`src/rtl/game_timer_ctrl.sv`:
```
// game_timer_ctrl: 1 s prescaler plus 3-digit BCD countdown sequencer
// (start / pause-toggle / abort) with a one-cycle time_up pulse at 000.
module game_timer_ctrl #(
   parameter int TICK_DIV = 50_000_000,
   parameter int DIV_W    = 26
) (
   input  logic        clock,
   input  logic        reset,
   input  logic        start,
   input  logic        pause,
   input  logic        abort,
   input  logic [11:0] init_bcd,
   output logic [11:0] bcd,
   output logic        tick,
   output logic        running,
   output logic        paused,
   output logic        time_up,
   output logic        expired
);

   localparam logic [1:0] S_IDLE    = 2'd0;
   localparam logic [1:0] S_RUN     = 2'd1;
   localparam logic [1:0] S_PAUSE   = 2'd2;
   localparam logic [1:0] S_EXPIRED = 2'd3;

   localparam logic [DIV_W-1:0] TERM = DIV_W'(TICK_DIV - 1);

   logic [1:0]       state;
   logic [DIV_W-1:0] presc;
   logic [11:0]      load_val;
   logic [11:0]      dec_val;

   function automatic logic [3:0] clamp_d(input logic [3:0] d);
      return (d > 4'd9) ? 4'd9 : d;
   endfunction

   // Load value with every digit saturated to 9, and the BCD decrement of bcd.
   always_comb begin
      logic [3:0] d2, d1, d0;
      load_val = {clamp_d(init_bcd[11:8]), clamp_d(init_bcd[7:4]), clamp_d(init_bcd[3:0])};
      d2 = bcd[11:8];
      d1 = bcd[7:4];
      d0 = bcd[3:0];
      if (d0 != 4'd0) begin
         d0 = d0 - 4'd1;
      end else begin
         d0 = 4'd9;
         if (d1 != 4'd0) begin
            d1 = d1 - 4'd1;
         end else begin
            d1 = 4'd9;
            d2 = d2 - 4'd1;
         end
      end
      // 000 is a floor: never wrap to 999.
      dec_val = (bcd == 12'h000) ? 12'h000 : {d2, d1, d0};
   end

   // Main sequencer: reset > abort > start > pause > terminal count.
   always_ff @(posedge clock) begin
      tick    <= 1'b0;
      time_up <= 1'b0;
      if (reset) begin
         state <= S_IDLE;
         bcd   <= 12'h000;
         presc <= '0;
      end else if (abort) begin
         state <= S_IDLE;
         bcd   <= 12'h000;
         presc <= '0;
      end else if (start) begin
         bcd   <= load_val;
         presc <= '0;
         if (load_val == 12'h000) begin
            state   <= S_EXPIRED;
            time_up <= 1'b1;
         end else begin
            state <= S_RUN;
         end
      end else if (pause && (state == S_RUN || state == S_PAUSE)) begin
         // Toggle only; prescaler holds so paused time is neither lost nor gained.
         state <= (state == S_RUN) ? S_PAUSE : S_RUN;
      end else if (state == S_RUN) begin
         if (presc == TERM) begin
            presc <= '0;
            tick  <= 1'b1;
            bcd   <= dec_val;
            if (dec_val == 12'h000) begin
               state   <= S_EXPIRED;
               time_up <= 1'b1;
            end
         end else begin
            presc <= presc + DIV_W'(1);
         end
      end
   end

   assign running = (state == S_RUN);
   assign paused  = (state == S_PAUSE);
   assign expired = (state == S_EXPIRED);

endmodule
```
`config.mk`:
```
export PLATFORM = sky130hd
export DESIGN_NAME = game_timer_ctrl
export DESIGN_NICKNAME = d
export VERILOG_FILES = /design/src/rtl/game_timer_ctrl.sv
export SDC_FILE = /design/constraint.sdc
export NUM_CORES = 1
export LEC_CHECK = 0
export ABC_AREA = 1
export BUFFER_PORTS_ARGS = -buffer_cell sky130_fd_sc_hd__buf_2
export CORE_MARGIN = 3
export CORE_UTILIZATION = 52
export DETAILED_ROUTE_END_ITERATION = 7
export PLACE_DENSITY = 0.84
export SLEW_MARGIN = 10
export SYNTH_ARGS = -nofsm -noshare
export SYNTH_HDL_FRONTEND = slang
export SYNTH_SLANG_ARGS = --single-unit
export TNS_END_PERCENT = 1
```
`constraint.sdc`:
```
create_clock -name clock -period 1.9 [get_ports clock]
set_input_delay 0.19 -clock clock [delete_from_list [all_inputs] [get_ports clock]]
set_output_delay 0.19 -clock clock [all_outputs]
set_load 0.1 [all_outputs]
```
* Yosys cells after proc, flatten, opt, wreduce, memory -nomap -nowiden
Cells that the tools add are included.
** Storage, ports and cells
- Word-level logic and storage cells :: 65
- Register bits :: 42
** Cells by class
- Bitwise operators :: 2
- Equality and inequality tests :: 5
- Reduce and logical (&&, ||, !) cells :: 18
- Add/sub/neg operators :: 4
- Magnitude comparators :: 3
- Multiplexer cells :: 28
** Operators by type and width (count)
- $mux 12 :: 5
- $logic_not 12->1 :: 3
- $mux 4 :: 8
- $add 26x1->26 const B :: 1
- $eq 26x26->1 const B :: 1
- $mux 26 :: 1
- $mux 2 :: 7
- $gt 4x4->1 const B :: 3
- $sub 4x1->4 const B :: 3
- $reduce_bool 3->1 :: 3
- $reduce_bool 4->1 :: 2
- $mux 1 :: 7
- $reduce_and 3->1 :: 2
- $reduce_or 5->1 :: 1
- $eq 2x2->1 const B :: 2
- $reduce_bool 2->1 :: 2
- $reduce_or 3->1 :: 1
- $eq 2x1->1 const B :: 1
- $ne 2x2->1 const B :: 1
- $not 1->1 :: 2
- $reduce_and 2->1 :: 1
- $reduce_or 2->1 :: 1
- $logic_and 1x1->1 :: 1
- $logic_or 1x1->1 :: 1

* Depth between registers and ports, before layout
- Depth after elaboration :: 10
- Mapped depth :: 13

* Worst setup path before layout
Ideal clock, no wire load.
- Kind :: register -> register
- From :: register state[1]
- To :: register presc[16]
- Clock period less this slack :: 2.535 ns
- Buffers on the path :: 0
- Stages on the path, launching flop included :: 12
- Setup time :: 0.128 ns
- Arrival time :: 2.408 ns
- Slack :: -0.635 ns
- Required time :: 1.772 ns
- Path through :: dfxtp_1 > inv_1 > ha_1 > inv_2 > nor2_4 > inv_2 > nor2_2 > nand2_1 > nor4_2 > nand2_1 > o21ai_1 > a22oi_1
** On the way
- Longest elaborated chain between the ends :: 5
- Elaborated cells on any way between the ends :: 6
- Classes of those cells :: 2 x eq/ne; 1 x bitwise; 3 x reduce/logical
** RTL lines
- from (decl) :: RTL line 28 : logic [1:0] state;
- from (signal assigned) :: RTL line 82 : state <= (state == S_RUN) ? S_PAUSE : S_RUN;
- $eq 2x1->1 *
- net running :: RTL line 15 : output logic running,
- $logic_or 1x1->1 :: RTL line 80 : end else if (pause && (state == S_RUN || state == S_PAUSE)) begin
- $logic_and 1x1->1 :: RTL line 80
- $not 1->1 (no source line)
- $reduce_and 2->1 (no source line) *
- to (signal assigned) :: RTL line 93 : presc <= presc + DIV_W'(1);
- to (decl) :: RTL line 29 : logic [DIV_W-1:0] presc;
The timed path passes the listed nets; every way through them passes the cells marked *.
A chain may end at the register's enable or synchronous reset.

* Final worst setup path
- From :: register bcd[1]
- To :: register state[1]
** On the way
- Longest elaborated chain between the ends :: 6
- Elaborated cells on any way between the ends :: 10
- Classes of those cells :: 1 x add/sub; 4 x mux; 5 x reduce/logical
** RTL lines
- from (decl) :: RTL line 13 : output logic [11:0] bcd,
- from (signal assigned) :: RTL line 72 : bcd <= load_val;
- from (signal assigned) :: RTL line 87 : bcd <= dec_val;
- $sub 4x1->4 or $reduce_bool 4->1 (tied branches) :: RTL line 45, 44
- $mux 4 :: RTL line 44 : if (d0 != 4'd0) begin
- $mux 12 * :: RTL line 56 : dec_val = (bcd == 12'h000) ? 12'h000 : {d2, d1, d0};
- $logic_not 12->1 * :: RTL line 88 : if (dec_val == 12'h000) begin
- $reduce_bool 3->1 (no source line) *
- $reduce_and 3->1 (no source line) *
Every way passes the cells marked *; elsewhere a longest branch is shown, timed or not.

==> results.cfg <==
[outcome]
outcome = finished clean

[finish]
stdcell_area_um2 = 3240
antenna_cells = 0
nNetsFinal = 464
drive_above_1_share_pct = 28.2
areaGrowthSynthToFinish_pct = 24.8
post-route-util_pct = 67.8

[detailed_routing]
drtPass1Iterations = 5
drc = 0
viasPerCell = 5.41
vias = 2743
wirelength_um = 6800
drt_iter0_drc = 198
ant_nets = 0
post_drt_wl_per_cell_um = 13.4

[power]
p_leak_nw = 1.37
ir_drop_mv = 0.376
powerDensity_nw_per_um2 = 652

[sta]
slew_headroom_pct = 67.4
setup_tns_ps = 0
rsz0062_at_grt = yes
finalCriticalPeriod_ps = 1840
slew_viol_final = 0
fmax_mhz = 543
fin_crit_sh_pct = 96.9
hold_viol = 0
tightest_slew_ps = 493
fin_worst_skew_ps = 9.26
setup_viol = 0
holdWs_ps = 212

[clock_tree]
cts_max_level = 2
ctsHoldBuffers = 0
clk_latency_ps = 300
root_buffer = clkbuf_8
tritoncts = done
cts_buffer_depth = 2
cts_buffers = 5
clk_pin_slew_ps = 80
cts_sinks = 42

[hold_path]
hp-class = primary input to flip-flop

[global_routing]
first_global_vias = 2506
grt_pass1_wl_um = 11200
grt_max_degree = 21
overflow = 0
gr-usage-all-layers_pct = 22.9
antenna_found_initial = 0

[yosys]
synth_nets = 409
synth_top_area_share_pct = 32.4
yosysWarningCount = 0
synth_area_per_cell_um2 = 6.77
synthDistinctLibCells = 37
syn-cell-area_um2 = 2600
synthCells = 384
synthTopCellsByCount = 71 x nand2_1, 59 x inv_1, 46 x nor2_1
synth-seq-cells = 42
async_flop_share_pct = 0
ys.flop_type = dfxtp_1
seq_area_frac_synth_pct = 32.4
netlist_top_cells_area = dfxtp_1 32%, nand2_1 10%, inv_1 8.5%, nor2_1 6.6%, nand3_1 5.6%
netlist.top_cell.by_area = dfxtp_1
synth_edf_count = 0
synth.most_common_cell = nand2_1

[floorplan]
core_um2 = 4790
die_h_um = 76.7
rows = 25
die_x_um = 76.7
die-area_um2 = 5880
io_pins = 34
initial_utilization_pct = 54.3

[critical_path]
required_ps = 2140
endpoint_kind = flip-flop
critPathMaxFanout = 6
crit_arrival_ps = 2080
crit_path_start_kind = flip-flop
setup.worst_path.class = flip-flop to flip-flop

[placement]
placed_area_um2 = 2940
place_hpwl_um = 5070
gp_congestion = 0.904
port_buffers = 33

[flow_run]
cap_violations = 0
[kinds of logic after synthesis]
logic type,Yosys count,share of synthesized area (%)
and+or+nand+nor,191,36.4
buffers and inverters,67,10.1
AOI/OAI and AO/OA,66,14.0
DFF,42,32.4
xor gates and xnor gates,10,3.37
adders and majority gates,8,3.85
[what timing repair did]
action / in CTS / in global routing
setup buffers: 0 / 7
pin swaps: 0 / 17
endpoints found under the setup margin: 1 / 11
cloned: 0 / 1
gates resized for setup: 2 / 42
[placed cells by master, fill, tap and decap left out, types with 2 or more instances in the layout]
cell type,synthesis,routed
a21oi_1,25,24
a31oi_1,2,2
buf_2,2,33
buf_4,0,17
buf_6,1,2
clkbuf_8,0,5
dfxtp_1,42,27
dfxtp_2,0,13
dfxtp_4,0,2
ha_1,8,4
ha_4,0,3
inv_1,59,54
inv_2,3,6
inv_4,0,2
nand2_1,71,66
nand2_2,3,7
nand2_4,2,3
nand3_1,29,28
nand3_2,4,3
nand3_4,0,2
nand4_1,10,10
nor2_1,46,41
nor2_2,3,5
nor2_4,7,11
nor3_1,7,7
nor4_1,5,5
o21a_1,4,4
o21ai_0,27,23
o21ai_1,1,4
o21ai_2,1,2
xnor2_1,2,2
xor2_1,8,7
[final cells by class]
cell class	count	area, um^2
inverter	62	238
timing repair buffer	52	315
tap	67	83.8
clock buffer	6	72.6
clock inverter	2	37.5
sequential	42	865
multi-input combinational	276	1630
fill	411	1540
[worst max-delay path, cell delays in order (launching register included)]
cell	delay, ps
dfxtp_4	360
inv_4	70
ha_4	160
nand2_2	80
nor2_4	140
nand3_4	120
nand2_2	100
nand3_2	100
nor2_4	140
nand4_1	170
buf_4	180
nand3_1	60
nand2_1	50
inv_1	50
[sequential cells by signal, indices dropped and copies added, names as in the netlist]
name,cells
time_up,1
presc,26
state,2
tick,1
bcd,12
[metal layers]
layer  part of all wire (%)  vias up  routed length (um)  global-route usage [%]
met5                      0        -                   0                       0
met4                    1.1        0                  74                    5.80
met3                    6.8       10                 459                    5.05
met2                     48       94                3290                    38.5
met1                     44     1272                2980                    29.7
li1                       -     1367                   -                       -
[where the power goes]
| group | internal (mW) | switching (mW) | leakage [nW] |
|---|---|---|---|
| combinational | 0.152 | 0.341 | 0.975 |
| sequential | 0.893 | 0.0182 | 0.347 |
| clock | 0.392 | 0.318 | 0.0514 |
| total | 1.44 | 0.677 | 1.37 |
[per-stage QoR]
| stage | total power [mW] | worst slack (ps) | instances |
|---|---|---|---|
| global placement | 1.34 | 83.7 | 491 |
| detailed placement | 1.34 | -23.7 | 491 |
| CTS | 2.04 | 22.7 | 499 |
| global route | 2.20 | -62.0 | 507 |
| finish | 2.12 | 59.3 | 507 |
| floorplan | 1.25 | -90.6 | 384 |
[worst paths after layout]
path	from	to	slack (ps)	depth (start not counted)
max	bcd[1]	state[1]	60	13
min	init_bcd[10]	bcd[10]	210	3
max reg2reg	bcd[1]	state[1]	60	13
min reg2reg	presc[25]	presc[25]	470	2
(Power assumes the default switching activity.)
